===== config.mk =====
export PLATFORM = sky130hd
export DESIGN_NAME = dcache_controller_flat
export DESIGN_NICKNAME = d
export VERILOG_FILES = /design/src/rtl/dcache_controller_if.sv /design/src/rtl/dcache_controller.sv /design/src/flat_wrapper.sv
export SDC_FILE = /design/constraint.sdc
export NUM_CORES = 2
export LEC_CHECK = 0
export ABC_AREA = 1
export ABC_CLOCK_PERIOD_IN_PS = 4800
export CORE_ASPECT_RATIO = 0.75
export CORE_MARGIN = 2
export CORE_UTILIZATION = 55
export CTS_BUF_LIST = sky130_fd_sc_hd__clkbuf_8 sky130_fd_sc_hd__clkbuf_16
export DETAILED_ROUTE_END_ITERATION = 6
export MAX_ROUTING_LAYER = met4
export PLACE_DENSITY_LB_ADDON = 0.1
export SYNTH_ARGS = -nofsm -noshare
export SYNTH_HDL_FRONTEND = slang
export SYNTH_SLANG_ARGS = --single-unit

===== constraint.sdc =====
create_clock -name clock -period 4.8 [get_ports clock]
set_input_delay 0.48 -clock clock [delete_from_list [all_inputs] [get_ports clock]]
set_output_delay 0.48 -clock clock [all_outputs]
set_load 0.02 [all_outputs]

===== src/rtl/dcache_controller_if.sv =====
// CPU load/store and memory-side bus of the data cache controller.
// The master modport is the controller's view (it initiates memory
// accesses), the slave modport is the CPU/memory environment's view.
interface dcache_controller_if #(
    parameter int unsigned ADDR_W = 11
);
    logic              cpu_read;
    logic              cpu_write;
    logic [ADDR_W-1:0] cpu_addr;
    logic [31:0]       cpu_wdata;
    logic [31:0]       cpu_rdata;
    logic              cpu_ready;
    logic              mem_read;
    logic              mem_write;
    logic [ADDR_W-1:0] mem_addr;
    logic [31:0]       mem_wdata;
    logic [31:0]       mem_rdata;

    modport master (
        input  cpu_read, cpu_write, cpu_addr, cpu_wdata, mem_rdata,
        output cpu_rdata, cpu_ready, mem_read, mem_write, mem_addr, mem_wdata
    );

    modport slave (
        output cpu_read, cpu_write, cpu_addr, cpu_wdata, mem_rdata,
        input  cpu_rdata, cpu_ready, mem_read, mem_write, mem_addr, mem_wdata
    );
endinterface


===== src/rtl/dcache_controller.sv =====
// Direct-mapped, write-through, no-write-allocate data cache controller.
// Read misses fill a 4-word aligned block in ascending word order; the
// held load then hits on return to IDLE. Stores take two cycles and
// update the line only when it already holds the address.
// Optional feature macro: CACHE_STATS_EN (read hit/miss counters).
module dcache_controller #(
    parameter int unsigned NUM_BLOCKS  = 16,
    parameter int unsigned MEM_LATENCY = 1,
    parameter int unsigned ADDR_W      = 11
) (
    input  logic               clock,
    input  logic               reset,
    dcache_controller_if.master bus,
    output logic [15:0]        hit_count,
    output logic [15:0]        miss_count
);
    localparam int unsigned INDEX_W = $clog2(NUM_BLOCKS);
    localparam int unsigned TAG_W   = ADDR_W - 2 - INDEX_W;
    localparam int unsigned LAT_W   = (MEM_LATENCY > 1) ? $clog2(MEM_LATENCY) : 1;

    typedef enum logic [1:0] {
        IDLE  = 2'd0,
        FILL  = 2'd1,
        WRITE = 2'd2
    } state_e;

    state_e             state_q;
    logic [NUM_BLOCKS-1:0] valid_q;
    logic [TAG_W-1:0]   tag_q  [NUM_BLOCKS];
    logic [31:0]        data_q [NUM_BLOCKS][4];

    logic [TAG_W-1:0]   fill_tag_q;
    logic [INDEX_W-1:0] fill_idx_q;
    logic [1:0]         word_idx_q;
    logic [LAT_W-1:0]   lat_cnt_q;

    logic               mem_read_q;
    logic               mem_write_q;
    logic [ADDR_W-1:0]  mem_addr_q;
    logic [31:0]        mem_wdata_q;
    logic               wr_ready_q;

    logic [1:0]         req_off;
    logic [INDEX_W-1:0] req_idx;
    logic [TAG_W-1:0]   req_tag;
    logic               line_hit;
    logic               rd_hit;
    logic               capture;
    logic               fill_done;

    // Address decode, lookup and fill-capture timing
    always_comb begin
        req_off   = bus.cpu_addr[1:0];
        req_idx   = bus.cpu_addr[INDEX_W+1:2];
        req_tag   = bus.cpu_addr[ADDR_W-1:INDEX_W+2];
        line_hit  = valid_q[req_idx] && (tag_q[req_idx] == req_tag);
        rd_hit    = (state_q == IDLE) && bus.cpu_read && !bus.cpu_write && line_hit;
        capture   = (state_q == FILL) && (lat_cnt_q == LAT_W'(MEM_LATENCY - 1));
        fill_done = capture && (word_idx_q == 2'd3);
    end

    // Controller FSM with registered memory strobes, address and data
    always_ff @(posedge clock) begin
        if (reset) begin
            state_q     <= IDLE;
            valid_q     <= '0;
            fill_tag_q  <= '0;
            fill_idx_q  <= '0;
            word_idx_q  <= '0;
            lat_cnt_q   <= '0;
            mem_read_q  <= 1'b0;
            mem_write_q <= 1'b0;
            mem_addr_q  <= '0;
            mem_wdata_q <= '0;
            wr_ready_q  <= 1'b0;
        end else begin
            case (state_q)
                IDLE: begin
                    if (bus.cpu_write) begin
                        state_q     <= WRITE;
                        mem_write_q <= 1'b1;
                        mem_addr_q  <= bus.cpu_addr;
                        mem_wdata_q <= bus.cpu_wdata;
                        wr_ready_q  <= 1'b1;
                    end else if (bus.cpu_read && !line_hit) begin
                        state_q    <= FILL;
                        fill_tag_q <= req_tag;
                        fill_idx_q <= req_idx;
                        word_idx_q <= '0;
                        lat_cnt_q  <= '0;
                        mem_read_q <= 1'b1;
                        mem_addr_q <= {req_tag, req_idx, 2'b00};
                    end
                end
                FILL: begin
                    if (capture) begin
                        lat_cnt_q <= '0;
                        if (fill_done) begin
                            // Line becomes valid only once all four words are in.
                            valid_q[fill_idx_q] <= 1'b1;
                            tag_q[fill_idx_q]   <= fill_tag_q;
                            state_q             <= IDLE;
                            word_idx_q          <= '0;
                            mem_read_q          <= 1'b0;
                            mem_addr_q          <= '0;
                        end else begin
                            word_idx_q <= word_idx_q + 2'd1;
                            mem_addr_q <= {fill_tag_q, fill_idx_q, word_idx_q + 2'd1};
                        end
                    end else begin
                        lat_cnt_q <= lat_cnt_q + LAT_W'(1);
                    end
                end
                WRITE: begin
                    state_q     <= IDLE;
                    mem_write_q <= 1'b0;
                    mem_addr_q  <= '0;
                    mem_wdata_q <= '0;
                    wr_ready_q  <= 1'b0;
                end
                default: begin
                    state_q <= IDLE;
                end
            endcase
        end
    end

    // Data array: fill captures and write-hit updates (contents not reset)
    always_ff @(posedge clock) begin
        if (!reset) begin
            if (capture) begin
                data_q[fill_idx_q][word_idx_q] <= bus.mem_rdata;
            end else if ((state_q == WRITE) && line_hit) begin
                data_q[req_idx][req_off] <= bus.cpu_wdata;
            end
        end
    end

    assign bus.cpu_ready = rd_hit || wr_ready_q;
    assign bus.cpu_rdata = rd_hit ? data_q[req_idx][req_off] : '0;
    assign bus.mem_read  = mem_read_q;
    assign bus.mem_write = mem_write_q;
    assign bus.mem_addr  = mem_addr_q;
    assign bus.mem_wdata = mem_wdata_q;

`ifdef CACHE_STATS_EN
    logic        replay_q;
    logic [15:0] hit_q;
    logic [15:0] miss_q;

    // Saturating load statistics; the post-fill replay hit is not recounted
    always_ff @(posedge clock) begin
        if (reset) begin
            replay_q <= 1'b0;
            hit_q    <= '0;
            miss_q   <= '0;
        end else begin
            replay_q <= fill_done;
            if (rd_hit && !replay_q && (hit_q != '1)) begin
                hit_q <= hit_q + 16'd1;
            end
            if ((state_q == IDLE) && bus.cpu_read && !bus.cpu_write && !line_hit
                && (miss_q != '1)) begin
                miss_q <= miss_q + 16'd1;
            end
        end
    end

    assign hit_count  = hit_q;
    assign miss_count = miss_q;
`else
    assign hit_count  = '0;
    assign miss_count = '0;
`endif

endmodule


===== src/flat_wrapper.sv =====
// flat-port wrapper written by rule: the top's interface ports become plain ports
module dcache_controller_flat 
#(
    parameter int unsigned NUM_BLOCKS  = 16,
    parameter int unsigned MEM_LATENCY = 1,
    parameter int unsigned ADDR_W      = 11
)
  (clock, reset, hit_count, miss_count, bus_cpu_read, bus_cpu_write, bus_cpu_addr, bus_cpu_wdata, bus_mem_rdata, bus_cpu_rdata, bus_cpu_ready, bus_mem_read, bus_mem_write, bus_mem_addr, bus_mem_wdata);
  dcache_controller_if #(.ADDR_W(ADDR_W)) bus_i ();
  input  logic clock;
  input  logic reset;
  output logic [15:0] hit_count;
  output logic [15:0] miss_count;
  input wire logic [$bits(bus_i.cpu_read)-1:0] bus_cpu_read;
  input wire logic [$bits(bus_i.cpu_write)-1:0] bus_cpu_write;
  input wire logic [$bits(bus_i.cpu_addr)-1:0] bus_cpu_addr;
  input wire logic [$bits(bus_i.cpu_wdata)-1:0] bus_cpu_wdata;
  input wire logic [$bits(bus_i.mem_rdata)-1:0] bus_mem_rdata;
  output wire logic [$bits(bus_i.cpu_rdata)-1:0] bus_cpu_rdata;
  output wire logic [$bits(bus_i.cpu_ready)-1:0] bus_cpu_ready;
  output wire logic [$bits(bus_i.mem_read)-1:0] bus_mem_read;
  output wire logic [$bits(bus_i.mem_write)-1:0] bus_mem_write;
  output wire logic [$bits(bus_i.mem_addr)-1:0] bus_mem_addr;
  output wire logic [$bits(bus_i.mem_wdata)-1:0] bus_mem_wdata;
  assign bus_i.cpu_read = bus_cpu_read;
  assign bus_i.cpu_write = bus_cpu_write;
  assign bus_i.cpu_addr = bus_cpu_addr;
  assign bus_i.cpu_wdata = bus_cpu_wdata;
  assign bus_i.mem_rdata = bus_mem_rdata;
  assign bus_cpu_rdata = bus_i.cpu_rdata;
  assign bus_cpu_ready = bus_i.cpu_ready;
  assign bus_mem_read = bus_i.mem_read;
  assign bus_mem_write = bus_i.mem_write;
  assign bus_mem_addr = bus_i.mem_addr;
  assign bus_mem_wdata = bus_i.mem_wdata;
  dcache_controller #(.NUM_BLOCKS(NUM_BLOCKS), .MEM_LATENCY(MEM_LATENCY), .ADDR_W(ADDR_W)) u_core (.clock(clock), .reset(reset), .bus(bus_i), .hit_count(hit_count), .miss_count(miss_count));
endmodule

==> results by group <==
Placed design
  • Port Buffer Count: 156
  • Inst Count DP: 8920
  • Gpl congestion: 0.893
  • Post-DP HPWL: 139000 um

Timing
  • Final Cycle Share: 98.2%
  • Peak Freq: 212 MHz
  • Max Slew Vio Count: 0
  • RSZ-0062 raised after global routing: false
  • Minimum clock period: 4720 ps
  • Setup Skew: 36.1 ps
  • Setup TNS: 0 ps
  • Slew @ Worst Pin: 1190 ps
  • Hold WS: 243 ps
  • Final Hold Fails: 0
  • Max-Slew Margin vs Limit: 20.7%
  • Setup-failing EPs final: 0

Power and ir drop
  • Pwr dens: 391 nW/um^2
  • VDD IR-drop max: 0.000406 V
  • Leakage power: 34.1 nW

Worst setup path
  • Crit-path max FO: 76
  • CP Launch Type: input port
  • Reg-to-reg endpoint: u_core.data_q[15][24]$_DFFE_PP_
  • Worst R2R Start: u_core.state_q[1]$_SDFFE_PP0P_
  • CP endpoint kind: output port
  • Setup crit start: bus_cpu_addr[2]
  • WP buf/inv: 4
  • Crit Path Category: in -> out
  • Crit-path leading delay family: buffers and inverters
  • Slowest-stage cell, CP: clkdlybuf4s50_1
  • Worst R2R Path Depth: 13
  • Worst-path cell chain: buf_8 -> inv_8 -> buf_4 -> nand2_1 -> a32o_1 -> o211ai_1 -> a21oi_1 -> or2_2 -> nor3_1 -> clkdlybuf4s50_1
  • CP arrival: 4240 ps
  • Worst Path Required: 4320 ps
  • Max incr delay on CP: 720 ps
  • R2R setup slack: 1030 ps

Clock network
  • CTS tree: done
  • H-tree levels: 4
  • Clk pin slew, worst setup/hold paths: 60 ps
  • CTS sink cnt: 2203
  • Bufs on Longest Clock Path: 3
  • Total CTS buffers: 203
  • Clk_lat worst skew: 850 ps
  • Clk Tree Root Cell: clkbuf_16

Global route
  • First-pass GRT wire length: 379000 um
  • Gr usage total: 32.6%
  • Initial antenna violation count: 15
  • GR Overflow Total: 0
  • Vias in the first global route: 54.8k
  • Pin count of the biggest net entering global routing: 140

Job
  • Max Cap Violations: 0

Die
  • Die area: 164000 um^2
  • Core area: 160000 um^2
  • I/O pins: 189
  • Initial Utilization: 55.4%
  • Die Width: 467 um
  • Site row count: 127
  • Die H: 351 um

Yosys
  • Synthesized area: 88500 um^2
  • Post-synthesis cell count: 6887
  • Distinct cells, synth: 38
  • Yosys reg bits: 2203
  • Mean Syn Cell Area: 12.9 um^2
  • Register area share after synthesis: 73.9%
  • Ys Warns: 0

Layout
  • Multi-input combinational cell area: 21200 um^2
  • Nets: 7084
  • Area Overhead vs Synth: 13.8%
  • Share of cells above drive strength 1: 9.93%
  • FILL cells: 12.1k
  • Finished Layout Cells: 9294
  • Register area: 65400 um^2
  • Final core area utilization: 63.0%

Route
  • Initial DRC Count: 9147
  • Post-DRT Antenna Nets: 0
  • Detailed Routing Iterations Pass 1: 7
  • Final WL: 262000 um
  • Residual DRC count: 0
  • Total number of vias: 59.0k
  • Wire per inst: 28.2 um
  • Via density: 6.35

Worst hold path
  • Worst Hold End: u_core.bus.mem_wdata[3]$_SDFFE_PP0P_
  • Cells on Worst Hold Path: 3
  • Hold Path Class: in -> reg
  • Min-delay src: bus_cpu_wdata[3]

Status
  • Status: finished clean
==> state kept, by name, indices dropped and copies added, names as in the netlist <==
| signal | cells |
|---|---|
| u_core.bus.mem_read | 1 |
| u_core.lat_cnt_q | 1 |
| u_core.fill_tag_q | 5 |
| u_core.state_q | 2 |
| u_core.bus.mem_addr | 11 |
| u_core.valid_q | 16 |
| u_core.tag_q | 80 |
| u_core.bus.mem_write | 1 |
| u_core.word_idx_q | 2 |
| u_core.data_q | 2048 |
| u_core.fill_idx_q | 4 |
| u_core.bus.mem_wdata | 32 |
==> how the worst max path moves through the flow <==
stage                                    end  slack, ps  cells past startpoint
6_report                    bus_cpu_rdata[3]         80                     10
5_1_grt                     bus_cpu_rdata[3]         60                     10
4_1_cts                    bus_cpu_rdata[18]        130                      9
3_5_place_dp               bus_cpu_rdata[18]        140                      9
3_3_place_gp                bus_cpu_rdata[3]        160                     11
2_1_floorplan  u_core.data_q[1][0]$_DFFE_PP_        830                     12
==> area by class of cell <==
cell class | instances | share of cell area [%]
clock buffers | 213 | 5.29
clock inverters | 155 | 0.961
flip-flops and latches | 2203 | 64.9
diodes | 6 | 0.0149
repair buffers | 403 | 4.94
inverters | 59 | 0.247
multi-input cells | 4127 | 21.0
well taps | 2128 | 2.64
==> cell usage after synthesis, drive strengths merged <==
cell    number  area [um^2]
or2         45          282
buf        307         1590
o21bai       4         30.0
a21oi      944         4730
dfxtp       75         1500
nand4       10         68.8
a221oi       3         26.3
edfxtp    2128        63900
nor3        34          170
a221o       79          791
and2         6         37.5
o311ai     101          885
nor2       145          612
nand2     1935         7310
ha           8          100
clkinv       2         7.51
nor4         3         37.5
o211ai     148         1110
a32o       147         1470
inv         57          214
clkbuf     222          833
nand3b       1         7.51
a22oi      127          968
nand3      280         1400
o21ai       48          240
o22ai       12         75.1
o221ai      12          105
conb         1         3.75
o31ai        3         22.5
==> cell usage in the layout, fill, tap and decap left out, types with 8 or more instances in the layout <==
| cell type | n |
|---|---|
| conb_1 | 32 |
| a221o_1 | 79 |
| buf_12 | 126 |
| nor2_1 | 72 |
| nand3_1 | 280 |
| o22ai_1 | 12 |
| o211ai_1 | 148 |
| nand4_1 | 9 |
| buf_4 | 136 |
| o221ai_1 | 12 |
| inv_1 | 122 |
| clkinv_1 | 39 |
| o21ai_0 | 48 |
| o311ai_0 | 100 |
| ha_1 | 8 |
| a22oi_1 | 124 |
| clkinv_2 | 27 |
| clkdlybuf4s50_1 | 135 |
| a21oi_1 | 942 |
| nor2_4 | 73 |
| a32o_1 | 147 |
| or2_2 | 45 |
| nor3_1 | 34 |
| nand2_1 | 1885 |
| clkbuf_16 | 213 |
| nand2_2 | 50 |
| dfxtp_1 | 75 |
| edfxtp_1 | 2128 |
| bufinv_16 | 11 |
==> per-stage QoR <==
step                setup slack [ps]  power (W)  cell area, um^2
floorplan                        829     0.0231            88600
global placement                 163     0.0242            94500
detailed placement               135     0.0242            94500
CTS                              129     0.0394           101000
global route                    60.4     0.0404           101000
finish                          84.9     0.0394           101000
==> report_power, final <==
| part | switching [W] | internal, W | total (W) |
|---|---|---|---|
| clock | 0.00697 | 0.00854 | 0.0155 |
| combinational | 0.00192 | 0.000775 | 0.00269 |
| sequential | 0.0000370 | 0.0211 | 0.0212 |
==> repair_timing <==
item | 4_1_cts | 5_1_grt
buffers inserted | 0 | 0
hold buffers | 0 | 0
gates resized for setup | 0 | 2
setup endpoints to repair | 0 | 1
==> routing by layer <==
metal  up-vias  GRT usage, %  part of all wire [%]
met4         0          8.80                   2.6
met1     29500          47.8                    42
met2      3370          47.3                    45
met5         -             -                     0
li1      25700             -                     -
met3       401          6.05                    11
==> worst register-to-register path: stages, from the launching register on <==
cell and delay, ps:
dfxtp_1 380, inv_1 80, ha_1 280, inv_1 130, nor2_1 60, nor3_1 150
buf_4 220, nand4_2 340, nand2_1 160, nand2_1 140, nor2_4 230, nand2_1 300
nor2_4 750, buf_12 250
==> kinds of logic after synthesis <==
group                    count (synthesis)  synth area share (%)
flip-flops                            2203                  73.9
buffers and inverters                  588                  2.99
adder cells (fa/ha/maj)                  8                 0.113
AND/OR/NAND/NOR                       2459                  11.2
AO/OA/AOI/OAI                         1628                  11.8
other                                    1               0.00424
(Power assumes the default switching activity.)
